`src/rtl/io_intr_timer_pkg.sv`:
```
// Shared definitions for the IO interval timer: register indices, field
// positions, interrupt handshake states and small register packing helpers.
package io_intr_timer_pkg;

    localparam logic [1:0] REG_CTRL   = 2'd0;
    localparam logic [1:0] REG_LOAD   = 2'd1;
    localparam logic [1:0] REG_COUNT  = 2'd2;
    localparam logic [1:0] REG_STATUS = 2'd3;

    localparam int CTRL_EN   = 0;
    localparam int CTRL_AUTO = 1;
    localparam int CTRL_IE   = 2;

    localparam int STAT_EXP = 0;
    localparam int STAT_OVR = 1;

    typedef enum logic [1:0] {
        ST_IDLE  = 2'd0,
        ST_PEND  = 2'd1,
        ST_ACKED = 2'd2
    } int_state_e;

    function automatic logic [31:0] pack_ctrl(input logic en, input logic auto_rl, input logic ie);
        logic [31:0] v;
        v            = 32'd0;
        v[CTRL_EN]   = en;
        v[CTRL_AUTO] = auto_rl;
        v[CTRL_IE]   = ie;
        return v;
    endfunction

    function automatic logic [31:0] pack_status(input logic exp_f, input logic ovr_f);
        logic [31:0] v;
        v           = 32'd0;
        v[STAT_EXP] = exp_f;
        v[STAT_OVR] = ovr_f;
        return v;
    endfunction

endpackage

```
`src/rtl/io_intr_timer_int_req_fsm.sv`:
```
// Generic interrupt request/acknowledge handshake: raises interrupt while a
// request is pending and waits for the acknowledge to drop before re-arming.
module int_req_fsm
    import io_intr_timer_pkg::*;
(
    input  logic clk,
    input  logic reset,
    input  logic request,
    input  logic ack,
    input  logic cancel,
    output logic interrupt
);

    int_state_e state_r;
    logic       interrupt_r;

    // Handshake state and registered interrupt (high exactly in PEND)
    always_ff @(posedge clk) begin
        if (reset) begin
            state_r     <= ST_IDLE;
            interrupt_r <= 1'b0;
        end else begin
            case (state_r)
                ST_IDLE: begin
                    if (request) begin
                        state_r     <= ST_PEND;
                        interrupt_r <= 1'b1;
                    end else begin
                        state_r     <= ST_IDLE;
                        interrupt_r <= 1'b0;
                    end
                end
                ST_PEND: begin
                    if (ack) begin
                        state_r     <= ST_ACKED;
                        interrupt_r <= 1'b0;
                    end else if (cancel) begin
                        state_r     <= ST_IDLE;
                        interrupt_r <= 1'b0;
                    end else begin
                        state_r     <= ST_PEND;
                        interrupt_r <= 1'b1;
                    end
                end
                ST_ACKED: begin
                    interrupt_r <= 1'b0;
                    if (!ack) begin
                        state_r <= ST_IDLE;
                    end else begin
                        state_r <= ST_ACKED;
                    end
                end
                default: begin
                    state_r     <= ST_IDLE;
                    interrupt_r <= 1'b0;
                end
            endcase
        end
    end

    assign interrupt = interrupt_r;

endmodule

```
`src/rtl/io_intr_timer.sv`:
```
// Memory-mapped down-counting interval timer with prescaler, auto-reload,
// sticky expiry/overrun status and an acknowledged interrupt request.
module io_intr_timer
    import io_intr_timer_pkg::*;
#(
    parameter logic [7:0]  BASE    = 8'hF0,
    parameter int unsigned PRE_DIV = 4
) (
    input  logic        clk,
    input  logic        reset,
    input  logic        IO_CS_,
    input  logic        IO_RD_,
    input  logic        IO_WR_,
    input  logic [11:0] IO_Addr,
    input  logic [31:0] IO_Din,
    output logic [31:0] IO_Dout,
    output logic        IO_OE,
    output logic        interrupt,
    input  logic        int_ack
);

    localparam logic [15:0] PRE_LAST = 16'(PRE_DIV - 1);

    logic        sel_s;
    logic [1:0]  reg_idx_s;
    logic        wr_act_s;
    logic        wr_commit_s;
    logic        rd_act_s;
    logic        tick_s;
    logic        cpu_owns_s;
    logic        expire_s;
    logic [1:0]  stat_clr_s;
    logic [31:0] rd_data_s;
    logic        irq_request_s;
    logic        addr_unused_s;

    logic        wr_prev_r;
    logic [31:0] dout_r;
    logic        oe_r;
    logic [15:0] presc_r;
    logic        ctrl_en_r;
    logic        ctrl_auto_r;
    logic        ctrl_ie_r;
    logic [31:0] load_r;
    logic [31:0] count_r;
    logic        stat_exp_r;
    logic        stat_ovr_r;

    assign addr_unused_s = ^IO_Addr[1:0];

    // Bus decode, write edge detection, timer tick and read mux
    always_comb begin
        sel_s       = (IO_CS_ == 1'b0) && (IO_Addr[11:4] == BASE);
        reg_idx_s   = IO_Addr[3:2];
        wr_act_s    = sel_s && (IO_WR_ == 1'b0);
        wr_commit_s = wr_act_s && !wr_prev_r;
        // a simultaneous write strobe turns the read into a pure write
        rd_act_s    = sel_s && (IO_RD_ == 1'b0) && (IO_WR_ == 1'b1);
        tick_s      = ctrl_en_r && (presc_r == PRE_LAST);
        cpu_owns_s  = wr_commit_s && ((reg_idx_s == REG_CTRL) || (reg_idx_s == REG_COUNT));
        expire_s    = tick_s && !cpu_owns_s && (count_r == 32'd1);
        if (wr_commit_s && (reg_idx_s == REG_STATUS)) begin
            stat_clr_s = IO_Din[1:0];
        end else begin
            stat_clr_s = 2'b00;
        end
        case (reg_idx_s)
            REG_CTRL:   rd_data_s = pack_ctrl(ctrl_en_r, ctrl_auto_r, ctrl_ie_r);
            REG_LOAD:   rd_data_s = load_r;
            REG_COUNT:  rd_data_s = count_r;
            REG_STATUS: rd_data_s = pack_status(stat_exp_r, stat_ovr_r);
            default:    rd_data_s = 32'd0;
        endcase
    end

    // Bus-side registers: write edge history and registered read data
    always_ff @(posedge clk) begin
        if (reset) begin
            wr_prev_r <= 1'b0;
            dout_r    <= 32'd0;
            oe_r      <= 1'b0;
        end else begin
            wr_prev_r <= wr_act_s;
            oe_r      <= rd_act_s;
            dout_r    <= rd_act_s ? rd_data_s : 32'd0;
        end
    end

    // Prescaler: idles at zero while disabled, so enabling always starts a full period
    always_ff @(posedge clk) begin
        if (reset) begin
            presc_r <= 16'd0;
        end else if (!ctrl_en_r || tick_s) begin
            presc_r <= 16'd0;
        end else begin
            presc_r <= presc_r + 16'd1;
        end
    end

    // Timer registers; a committed CTRL or COUNT write suppresses that clock's countdown
    always_ff @(posedge clk) begin
        if (reset) begin
            ctrl_en_r   <= 1'b0;
            ctrl_auto_r <= 1'b0;
            ctrl_ie_r   <= 1'b0;
            load_r      <= 32'd0;
            count_r     <= 32'd0;
            stat_exp_r  <= 1'b0;
            stat_ovr_r  <= 1'b0;
        end else begin
            stat_exp_r <= (stat_exp_r & ~stat_clr_s[STAT_EXP]) | expire_s;
            stat_ovr_r <= (stat_ovr_r & ~stat_clr_s[STAT_OVR]) | (expire_s & stat_exp_r);
            if (wr_commit_s && (reg_idx_s == REG_LOAD)) begin
                load_r <= IO_Din;
            end
            if (cpu_owns_s) begin
                if (reg_idx_s == REG_CTRL) begin
                    ctrl_en_r   <= IO_Din[CTRL_EN];
                    ctrl_auto_r <= IO_Din[CTRL_AUTO];
                    ctrl_ie_r   <= IO_Din[CTRL_IE];
                end else begin
                    count_r <= IO_Din;
                end
            end else if (ctrl_en_r && (count_r == 32'd0)) begin
                if (ctrl_auto_r) begin
                    count_r <= load_r;
                end else begin
                    ctrl_en_r <= 1'b0;
                end
            end else if (tick_s) begin
                if (count_r == 32'd1) begin
                    count_r <= ctrl_auto_r ? load_r : 32'd0;
                    if (!ctrl_auto_r) begin
                        ctrl_en_r <= 1'b0;
                    end
                end else begin
                    count_r <= count_r - 32'd1;
                end
            end
        end
    end

    assign irq_request_s = stat_exp_r & ctrl_ie_r;

    int_req_fsm u_int_req_fsm (
        .clk       (clk),
        .reset     (reset),
        .request   (irq_request_s),
        .ack       (int_ack),
        .cancel    (!irq_request_s),
        .interrupt (interrupt)
    );

    assign IO_Dout = dout_r;
    assign IO_OE   = oe_r;

endmodule

```
`config.mk`:
```
export PLATFORM = sky130hd
export DESIGN_NAME = io_intr_timer
export DESIGN_NICKNAME = d
export VERILOG_FILES = /design/src/rtl/io_intr_timer_pkg.sv /design/src/rtl/io_intr_timer_int_req_fsm.sv /design/src/rtl/io_intr_timer.sv
export SDC_FILE = /design/constraint.sdc
export NUM_CORES = 1
export LEC_CHECK = 0
export CORE_ASPECT_RATIO = 0.5
export CORE_MARGIN = 2
export CORE_UTILIZATION = 45
export CTS_CLUSTER_DIAMETER = 60
export DETAILED_ROUTE_END_ITERATION = 7
export DONT_BUFFER_PORTS = 1
export PLACE_DENSITY_LB_ADDON = 0.15
export SLEW_MARGIN = 10
export SYNTH_ARGS = -nofsm -noshare
export SYNTH_HDL_FRONTEND = slang
export SYNTH_SLANG_ARGS = --single-unit
```
`constraint.sdc`:
```
create_clock -name clk -period 3.45 [get_ports clk]
set_input_delay 0.345 -clock clk [delete_from_list [all_inputs] [get_ports clk]]
set_output_delay 0.345 -clock clk [all_outputs]
set_load 0.05 [all_outputs]
```
# [After elaboration in Yosys (flattened, before gate mapping)]
# Index checks and enable logic that the tools add are counted.
[classes] add_sub_neg=2 eq_ne=11 muxes=22 n_bitwise=12 n_reduce_logical=27
[ops] cell="32-bit 2-to-1 mux" count=7
[ops] cell="32-bit case mux with 4 select lines" count=1
[ops] cell="32-bit by 1-bit equality test with 1-bit output (second input constant)" count=1
[ops] cell="32-bit zero test" count=1
[ops] cell="32-bit by 1-bit subtractor with 32-bit output (second input constant)" count=1
[ops] cell="16-bit by 1-bit adder with 16-bit output (second input constant)" count=1
[ops] cell="16-bit by 2-bit equality test with 1-bit output (second input constant)" count=1
[ops] cell="1-bit logical AND" count=12
[ops] cell="1-bit 2-to-1 mux" count=9
[ops] cell="8-bit equality test (second input constant)" count=1
[ops] cell="2-bit equality test (second input constant)" count=3
[ops] cell="2-bit 2-to-1 mux" count=3
[ops] cell="1-bit inverter" count=6
[ops] cell="2-bit case mux with 3 select lines" count=1
[ops] cell="3-bit AND reduction" count=2
[ops] cell="3-bit nonzero test" count=2
[ops] cell="1-bit bitwise AND" count=4
[ops] cell="2-bit by 1-bit equality test with 1-bit output (second input constant)" count=2
[ops] cell="2-bit zero test" count=2
[ops] cell="2-bit OR reduction" count=2
[ops] cell="1-bit zero test" count=3
[ops] cell="3-bit != test (second input constant)" count=1
[ops] cell="1-bit logical OR" count=2
[ops] cell="2-bit by 1-bit != test with 1-bit output (second input constant)" count=1
[ops] cell="4 further kinds" count=5
[totals] ff_bits=122 out_inout_bits=34 wordCells=87

# [Longest topological paths before layout]
# Gate-level depths: netlist of the first run.
[logic_depth] word_depth=10 ltp_mapped=10 depth_no_buf=8

# [By module]
# Synthesis of the first run repeated with hierarchy kept, for this count alone.
[unflattened] cells_unflattened=726 area_unflattened_um2=5844.4
[by_module_without_submodules] mod="io_intr_timer" n_inst=1 cells_each=717 area_per_inst_um2=5735.5
[by_module_without_submodules] mod="int_req_fsm" n_inst=1 cells_each=9 area_per_inst_um2=108.9

# [Least setup slack after synthesis of the first run]
# No wires, ideal clock.
[synth_path] path_kind="register to register" from="register count_r[23]" to="register count_r[30]" arrival_time_ps=2580 required_time_ps=3333 setup_slack_ps=753 path_stages_with_launch=9 path_buffers=2 cell_sequence="dfxtp_1 > or4_4 > or2_1 > buf_6 > nor4_1 > mux2i_1 > clkbuf_1 > nor3_1 > a32o_1"
[synth_between] elab_chain_cells=5
[synth_lines] element="start: declaration" line="io_intr_timer.sv:45" source="logic [31:0] count_r;"
[synth_lines] element="start signal: assignment" line="io_intr_timer.sv:122" source="count_r <= IO_Din;"
[synth_lines] element="start signal: assignment" line="io_intr_timer.sv:126" source="count_r <= load_r;"
[synth_lines] element="start signal: assignment" line="io_intr_timer.sv:132" source="count_r <= ctrl_auto_r ? load_r : 32'd0;"
[synth_lines] element="32-bit by 1-bit subtractor with 32-bit output / 32-bit by 1-bit equality test with 1-bit output (equally long branches)" line="io_intr_timer.sv:137, io_intr_timer.sv:131"
[synth_lines] element="32-bit 2-to-1 mux" line="io_intr_timer.sv:131" source="if (count_r == 32'd1) begin"
[synth_lines] element="32-bit 2-to-1 mux" line="io_intr_timer.sv:130" source="end else if (tick_s) begin"
[synth_lines] element="32-bit 2-to-1 mux" line="io_intr_timer.sv:124" source="end else if (ctrl_en_r && (count_r == 32'd0)) begin"
[synth_lines] element="32-bit 2-to-1 mux" line="io_intr_timer.sv:116" source="if (cpu_owns_s) begin"
# Several ways; a longest one is shown, not always the timed one. The select of a mux whose other input is x is not followed.
# A chain may end at the register's enable or synchronous reset.

# [Worst setup path in the final report of the first run]
[layout_path] from="register count_r[23]" to="register count_r[25]"
# The elaborated chain is that of the path after synthesis.

==> metrics.md, run 1 <==
| Metric | Value |
|---|---|
| Outcome | `completed` |
| CP max stage delay | `610 ps` |
| Unrepaired setup endpoints after global routing | `false` |
| Root Driver | `clkbuf_16` |
| Pleak | `2.41 nW` |
| Pint | `2.58 mW` |
| Hold Path Class | `in -> reg` |
| Crit-path slowest cell | `or4b_4` |
| Final Total Pwr | `3.29 mW` |
| Total Neg Setup Slack | `0 ps` |
| Cell area after layout | `0.00694 sq mm` |
| Die area | `0.0146 sq mm` |
| All-layer global routing usage | `26.0%` |
| Vias in the first global route | `5,192` |
| Max cap viols | `0` |
| Crit Path Category | `reg -> reg` |
| Layout cells sized above 1 | `11.5%` |
| Final min period | `3040 ps` |
| H-tree Lvls | `4` |
| Register area share after synthesis | `40.0%` |
| Clock latency on the worst-skew pair | `420 ps` |
| IO Count | `84` |
| CTS Hold Bufs | `3` |
| Post-synthesis mux area share | `1.78%` |
| Post-route ant nets | `0` |
| Sw Share | `21.7%` |
| Post-synth EDFFs | `0` |
| Die width | `169 um` |
| Layout Skew | `7.06 ps` |
| Crit. End Element | `register` |
| Clk slew on worst S/H paths | `60 ps` |
| Drt first pass iters | `5` |
| Final core utilization | `51.8%` |
| Mapped Cells | `750` |
| WP data required | `3730 ps` |
| Filler Cell Count | `1,270` |
| Post-synthesis compound-gate area fraction | `23.4%` |
| Post-Synth Simple-Gate Area | `25.9%` |
| CP max FO | `16` |
| HPWL Detailed | `11,700 um` |
| Largest family of logic cells by synthesized area | `simple AND/OR/NAND/NOR gates` |
| Relative slew margins | `45.0%` |
| CTS tree | `yes` |
| Clock power share | `55.3%` |
| PD cells | `475 mW/mm^2` |
| Register bit total from synthesis | `122` |
| Routed via count | `5,735` |
| Num CTS Buffers | `17` |
| DR iter-0 viols | `556` |
| Post-Layout Cell Count | `925` |
| Layout area overhead | `13.8%` |
| CTS Buffer Depth | `2` |
| Wirelength per Cell | `20.0 um` |
| Global-route wire length before repair | `29,600 um` |
| RePlAce Congestion | `0.902` |
| Max rail drop VDD | `240 uV` |
| Mapped cell area | `0.00610 sq mm` |
| Combinational power share | `1.9%` |
| Synth async-reset ratio | `0%` |
| Mean Syn Cell Area | `8.13 sq um` |
| Sequential power share | `42.8%` |
| Ys flop type | `dfxtp_1` |
| Final period utilization | `88.0%` |
| Worst-path cell chain | `or4_4 > or2_1 > or4b_4 > a221o_2 > a21oi_1 > a211oi_2` |
| Row Count | `30` |
| Endpoints failing hold | `0` |
| DRC errors left | `0` |
| GRT overflow | `0` |
| Ys Warns | `0` |
| Worst Path Arrival | `3320 ps` |
| Via/cell ratio | `6.20` |
| Post-synthesis xor/xnor area fraction | `3.01%` |
| Largest net degree at the start of global routing | `52` |
| Placed Area | `0.00629 sq mm` |
| Fmax | `329 MHz` |
| Post_cts resized | `0` |
| Initial antenna violation count | `0` |
| CTS Sinks | `122` |
| Final nets | `791` |
| Post-CTS setup buffer count | `0` |
| Fin. max-slew vios | `0` |
| Dpl cells | `890` |
| Core footprint | `0.0134 sq mm` |
| Psw | `0.715 mW` |
| Syn nets | `804` |
| Initial Util | `45.5%` |
| Post-synthesis adder-cell area fraction | `0.820%` |
| Final wirelength | `18,500 um` |
| Die Ht | `86.3 um` |
| Ant diodes | `0` |
| Startpoint Class | `register` |
| Measured slew at the worst slew-check pin | `825 ps` |
| Reg2reg setup slack | `410 ps` |
| PortBufs | `0` |
| Setup-failing EPs final | `0` |
| Unique masters post-synth | `64` |
## cells in the final DEF, fill, tap and decap left out, drive strengths merged, types with 4 or more instances in the layout
master,count
or4,13
xnor2,12
a211oi,7
nand2,94
nor2b,5
nor4b,5
o31ai,16
nor3,34
a22o,9
o311ai,9
or2,5
o21ai,35
clkbuf,19
nand4,10
buf,28
a311o,4
ha,4
or3,7
a22oi,31
nor2,75
nor4,19
nor3b,6
and3,4
nand2b,4
clkinv,7
a21oi,64
dfxtp,122
inv,8
a221oi,9
nand3,20
xor2,9
o211ai,12
## metal layers
metal,vias to the layer above,routed length (um),GRT usage [%]
met4,0,209,7.84
li1,2743,-,-
met2,234,7740,38.2
met5,-,0,0
met3,22,1590,6.58
met1,2736,8940,37.6
## critical path: cells and delay by family, from the launching register on
family          cells  cell delay (ps)
flops               1              370
simple gates        3             1630
compound gates      3              900
## Yosys cell counts, drive strengths merged, types with 5 or more instances
master / number / area [sq um]
dfxtp: 122 / 2440
nand2: 94 / 353
nor2: 75 / 282
a21oi: 64 / 320
clkbuf: 51 / 191
o21ai: 35 / 175
nor3: 34 / 170
a22oi: 31 / 233
nand3: 20 / 100
nor4: 19 / 153
o31ai: 16 / 120
or4: 13 / 103
buf: 12 / 81.3
o211ai: 12 / 90.1
xnor2: 12 / 105
nand4: 10 / 62.6
a221oi: 9 / 85.1
a22o: 9 / 78.8
o311ai: 9 / 78.8
xor2: 9 / 78.8
inv: 8 / 30.0
a211oi: 7 / 62.6
or3: 7 / 43.8
nor3b: 6 / 45.0
nor2b: 5 / 31.3
nor4b: 5 / 73.8
or2: 5 / 31.3
## cell families (layout without fill, tap and decap cells)
kind of cell	after synthesis	count (layout)
xor+xnor	21	21
simple gates	310	310
fa+ha+maj	4	4
flops	122	122
mux	8	8
buf+inv	72	71
compound gates	213	213
## registers in the layout (all words and copies together), names as in the netlist
| name | count |
|---|---|
| IO_Dout | 32 |
| IO_OE | 1 |
| count_r | 32 |
| ctrl_auto_r | 1 |
| ctrl_en_r | 1 |
| ctrl_ie_r | 1 |
| load_r | 32 |
| presc_r | 16 |
| stat_exp_r | 1 |
| stat_ovr_r | 1 |
| u_int_req_fsm.interrupt | 1 |
| u_int_req_fsm.state_r | 2 |
| wr_prev_r | 1 |
## final timing paths
check,from,end,depth (start not counted)
worst max-delay path,count_r[23]$_SDFFE_PP0P_,count_r[25]$_SDFFE_PP0P_,6
worst min-delay path,reset,u_int_req_fsm.interrupt$_SDFF_PP0_,1
worst min register to register,presc_r[0]$_SDFF_PP0_,presc_r[0]$_SDFF_PP0_,1
worst max register to register,count_r[23]$_SDFFE_PP0P_,count_r[25]$_SDFFE_PP0P_,6
## power groups by stage
stage	logic (mW)	clock network [mW]	registers (mW)
final	0.0635	1.82	1.41
after global routing	0.0688	1.90	1.41
after CTS	0.0614	1.83	1.41
after detailed placement	0.0446	0	1.44
after global placement	0.0449	0	1.44
after floorplan	0.0464	0	1.44
## through the flow
| stage | hold WS [ps] | setup WS, ps |
|---|---|---|
| 2_1_floorplan | 424 | 753 |
| 3_3_place_gp | 419 | 465 |
| 3_5_place_dp | 421 | 433 |
| 4_1_cts | 0.134 | 432 |
| 5_1_grt | 24.4 | 290 |
| 6_report | 19.8 | 413 |
## cell type report
type	instances	area, sq um	area share, %
clock inverter	12	150	2.16
tap	176	220	3.17
inverter	9	33.8	0.487
sequential	122	2440	35.2
multi-input combinational	556	3370	48.5
timing repair buffer	31	285	4.11
clock buffer	19	443	6.38
(Power assumes the default switching activity.)
==> inputs of run 2 (changes only) <==
- CTS_BUF_LIST: default -> sky130_fd_sc_hd__clkbuf_8
==> run 2 against run 1 <==
  * Flip-flop and latch count did not move
  * Register-to-register slack got worse by 20 ps
  * Power fell by 15%
  * Via count fell by 0.44%
  * Non-clock buffer count did not move
==> metrics.md, run 2 (synthesis results as in run 1) <==
| Metric | Value |
|---|---|
| Outcome | `completed (unchanged)` |
| Max cap viols | `0 (unchanged)` |
| Final core utilization | `50.4% (was 51.8%)` |
| Sw Share | `23.5% (was 21.7%)` |
| GR Util met3 | `7.08% (was 6.58%)` |
| Most frequent cells in the layout | `dfxtp_1 (122), nand2_1 (94), nor2_1 (75), a21oi_1 (64), o21ai_0 (35) (unchanged)` |
| Fin. max-slew vios | `0 (unchanged)` |
| CTS Sinks | `122 (unchanged)` |
| Layout area overhead | `10.6% (was 13.8%)` |
| CTS tree | `yes (unchanged)` |
| Relative slew margins | `42.4% (was 45.0%)` |
| Post-route ant nets | `0 (unchanged)` |
| RePlAce Congestion | `0.902 (unchanged)` |
| H-tree Lvls | `4 (unchanged)` |
| Initial antenna violation count | `0 (unchanged)` |
| GR Layer Usage met1 | `37.1% (was 37.6%)` |
| Drt first pass iters | `5 (unchanged)` |
| Worst Path Arrival | `3370 ps (was 3320 ps)` |
| Crit Path Category | `reg -> reg (unchanged)` |
| Vias in the first global route | `5,209 (was 5,192)` |
| PortBufs | `0 (unchanged)` |
| Commonest non-fill, non-tap cell in the layout | `dfxtp_1 (unchanged)` |
| Max rail drop VDD | `204 uV (was 240 uV)` |
| Clk slew on worst S/H paths | `80 ps (was 60 ps)` |
| Filler Cell Count | `1,286 (was 1,270)` |
| Largest net degree at the start of global routing | `60 (was 52)` |
| Setup-failing EPs final | `0 (unchanged)` |
| Die width | `169 um (unchanged)` |
| Row Count | `30 (unchanged)` |
| Layout Skew | `9.52 ps (was 7.06 ps)` |
| Unrepaired setup endpoints after global routing | `false (unchanged)` |
| Wirelength per Cell | `19.9 um (was 20.0 um)` |
| Combinational power share | `2.4% (was 1.9%)` |
| Startpoint Class | `register (unchanged)` |
| Sequential power share | `50.0% (was 42.8%)` |
| Total Neg Setup Slack | `0 ps (unchanged)` |
| Pint | `2.15 mW (was 2.58 mW)` |
| Pleak | `2.33 nW (was 2.41 nW)` |
| PD cells | `417 mW/mm^2 (was 475 mW/mm^2)` |
| Clock latency on the worst-skew pair | `440 ps (was 420 ps)` |
| Final min period | `3060 ps (was 3040 ps)` |
| Psw | `0.662 mW (was 0.715 mW)` |
| CP max FO | `16 (unchanged)` |
| Final wirelength | `18,400 um (was 18,500 um)` |
| Crit. End Element | `register (unchanged)` |
| DRC errors left | `0 (unchanged)` |
| Layout cells sized above 1 | `11.5% (unchanged)` |
| Clock power share | `47.6% (was 55.3%)` |
| Top Usage Layer GRT | `met2 (unchanged)` |
| Measured slew at the worst slew-check pin | `852 ps (was 825 ps)` |
| Final period utilization | `88.6% (was 88.0%)` |
| All-layer global routing usage | `25.9% (was 26.0%)` |
| Routed via count | `5,710 (was 5,735)` |
| Num CTS Buffers | `17 (unchanged)` |
| Fmax | `327 MHz (was 329 MHz)` |
| Ant diodes | `0 (unchanged)` |
| Die area | `0.0146 sq mm (unchanged)` |
| Global-route wire length before repair | `29,500 um (was 29,600 um)` |
| Hold Path Class | `in -> reg (unchanged)` |
| Final Total Pwr | `2.81 mW (was 3.29 mW)` |
| Endpoints failing hold | `0 (unchanged)` |
| DR iter-0 viols | `567 (was 556)` |
| CP max stage delay | `610 ps (about the same)` |
| Via/cell ratio | `6.17 (was 6.20)` |
| Core footprint | `0.0134 sq mm (unchanged)` |
| Final nets | `791 (unchanged)` |
| Post-CTS setup buffer count | `0 (unchanged)` |
| GRT overflow | `0 (unchanged)` |
| Met2 global-route usage | `38.0% (was 38.2%)` |
| Reg2reg setup slack | `390 ps (was 410 ps)` |
| WP data required | `3760 ps (was 3730 ps)` |
| CTS Buffer Depth | `2 (unchanged)` |
| HPWL Detailed | `11,700 um (unchanged)` |
| IO Count | `84 (unchanged)` |
| Initial Util | `45.5% (unchanged)` |
| Die Ht | `86.3 um (unchanged)` |
| Worst-path cell chain | `or4_4 > or2_1 > or4b_4 > a221o_2 > a21oi_1 > a211oi_2 (unchanged)` |
| Root Driver | `clkbuf_8 (was clkbuf_16)` |
| Crit-path slowest cell | `or4b_4 (unchanged)` |
## run 2: timing repair
| item | in CTS | in global routing |
|---|---|---|
| hold endpoints to repair | 59 | 0 |
| hold buffers | 4 | 0 |
| resized for setup | 0 | 0 |
## run 2: cell type report
class / instances / area, sq um / share of cell area (%)
clock buffers: 18 / 248 / 3.67
repair buffers: 31 / 285 / 4.23
inverters: 9 / 33.8 / 0.501
well taps: 176 / 220 / 3.26
multi-input cells: 556 / 3370 / 49.9
clock inverters: 13 / 154 / 2.28
flip-flops and latches: 122 / 2440 / 36.2
## run 2: stage by stage
step	cells	setup slack (ps)	hold WS, ps	instance area, sq um
4_1_cts	925	435	1.79	6750
2_1_floorplan	750	753	424	6100
5_1_grt	925	293	0.544	6750
6_report	925	392	14.9	6750
3_3_place_gp	890	465	419	6290
3_5_place_dp	890	433	421	6290
## run 2: worst max-delay path: cells and delay by family, from the launching register on
family	cells	cell delay, ps
simple gates	3	1640
compound gates	3	900
flops	1	390
## run 2: final timing paths
path / cells after the start / endpoint / start
setup / recovery: 6 / count_r[25]$_SDFFE_PP0P_ / count_r[23]$_SDFFE_PP0P_
hold / removal: 1 / count_r[19]$_SDFFE_PP0P_ / reset
setup reg to reg: 6 / count_r[25]$_SDFFE_PP0P_ / count_r[23]$_SDFFE_PP0P_
hold reg to reg: 1 / presc_r[0]$_SDFF_PP0_ / presc_r[0]$_SDFF_PP0_
## run 2: layer usage
metal  up-vias  routed length [um]  part of all wire [%]
met4         0                 314                   1.7
met2       235                7480                    41
met3        27                1820                   9.9
li1       2738                   -                     -
met5         -                   0                     0
met1      2710                8810                    48
## run 2: power by group through the flow
stage | clock network, mW | registers, mW | logic [mW]
after floorplan | 0 | 1.44 | 0.0464
after global placement | 0 | 1.44 | 0.0449
after detailed placement | 0 | 1.44 | 0.0446
after CTS | 1.35 | 1.41 | 0.0650
after global routing | 1.42 | 1.41 | 0.0717
final | 1.34 | 1.41 | 0.0665
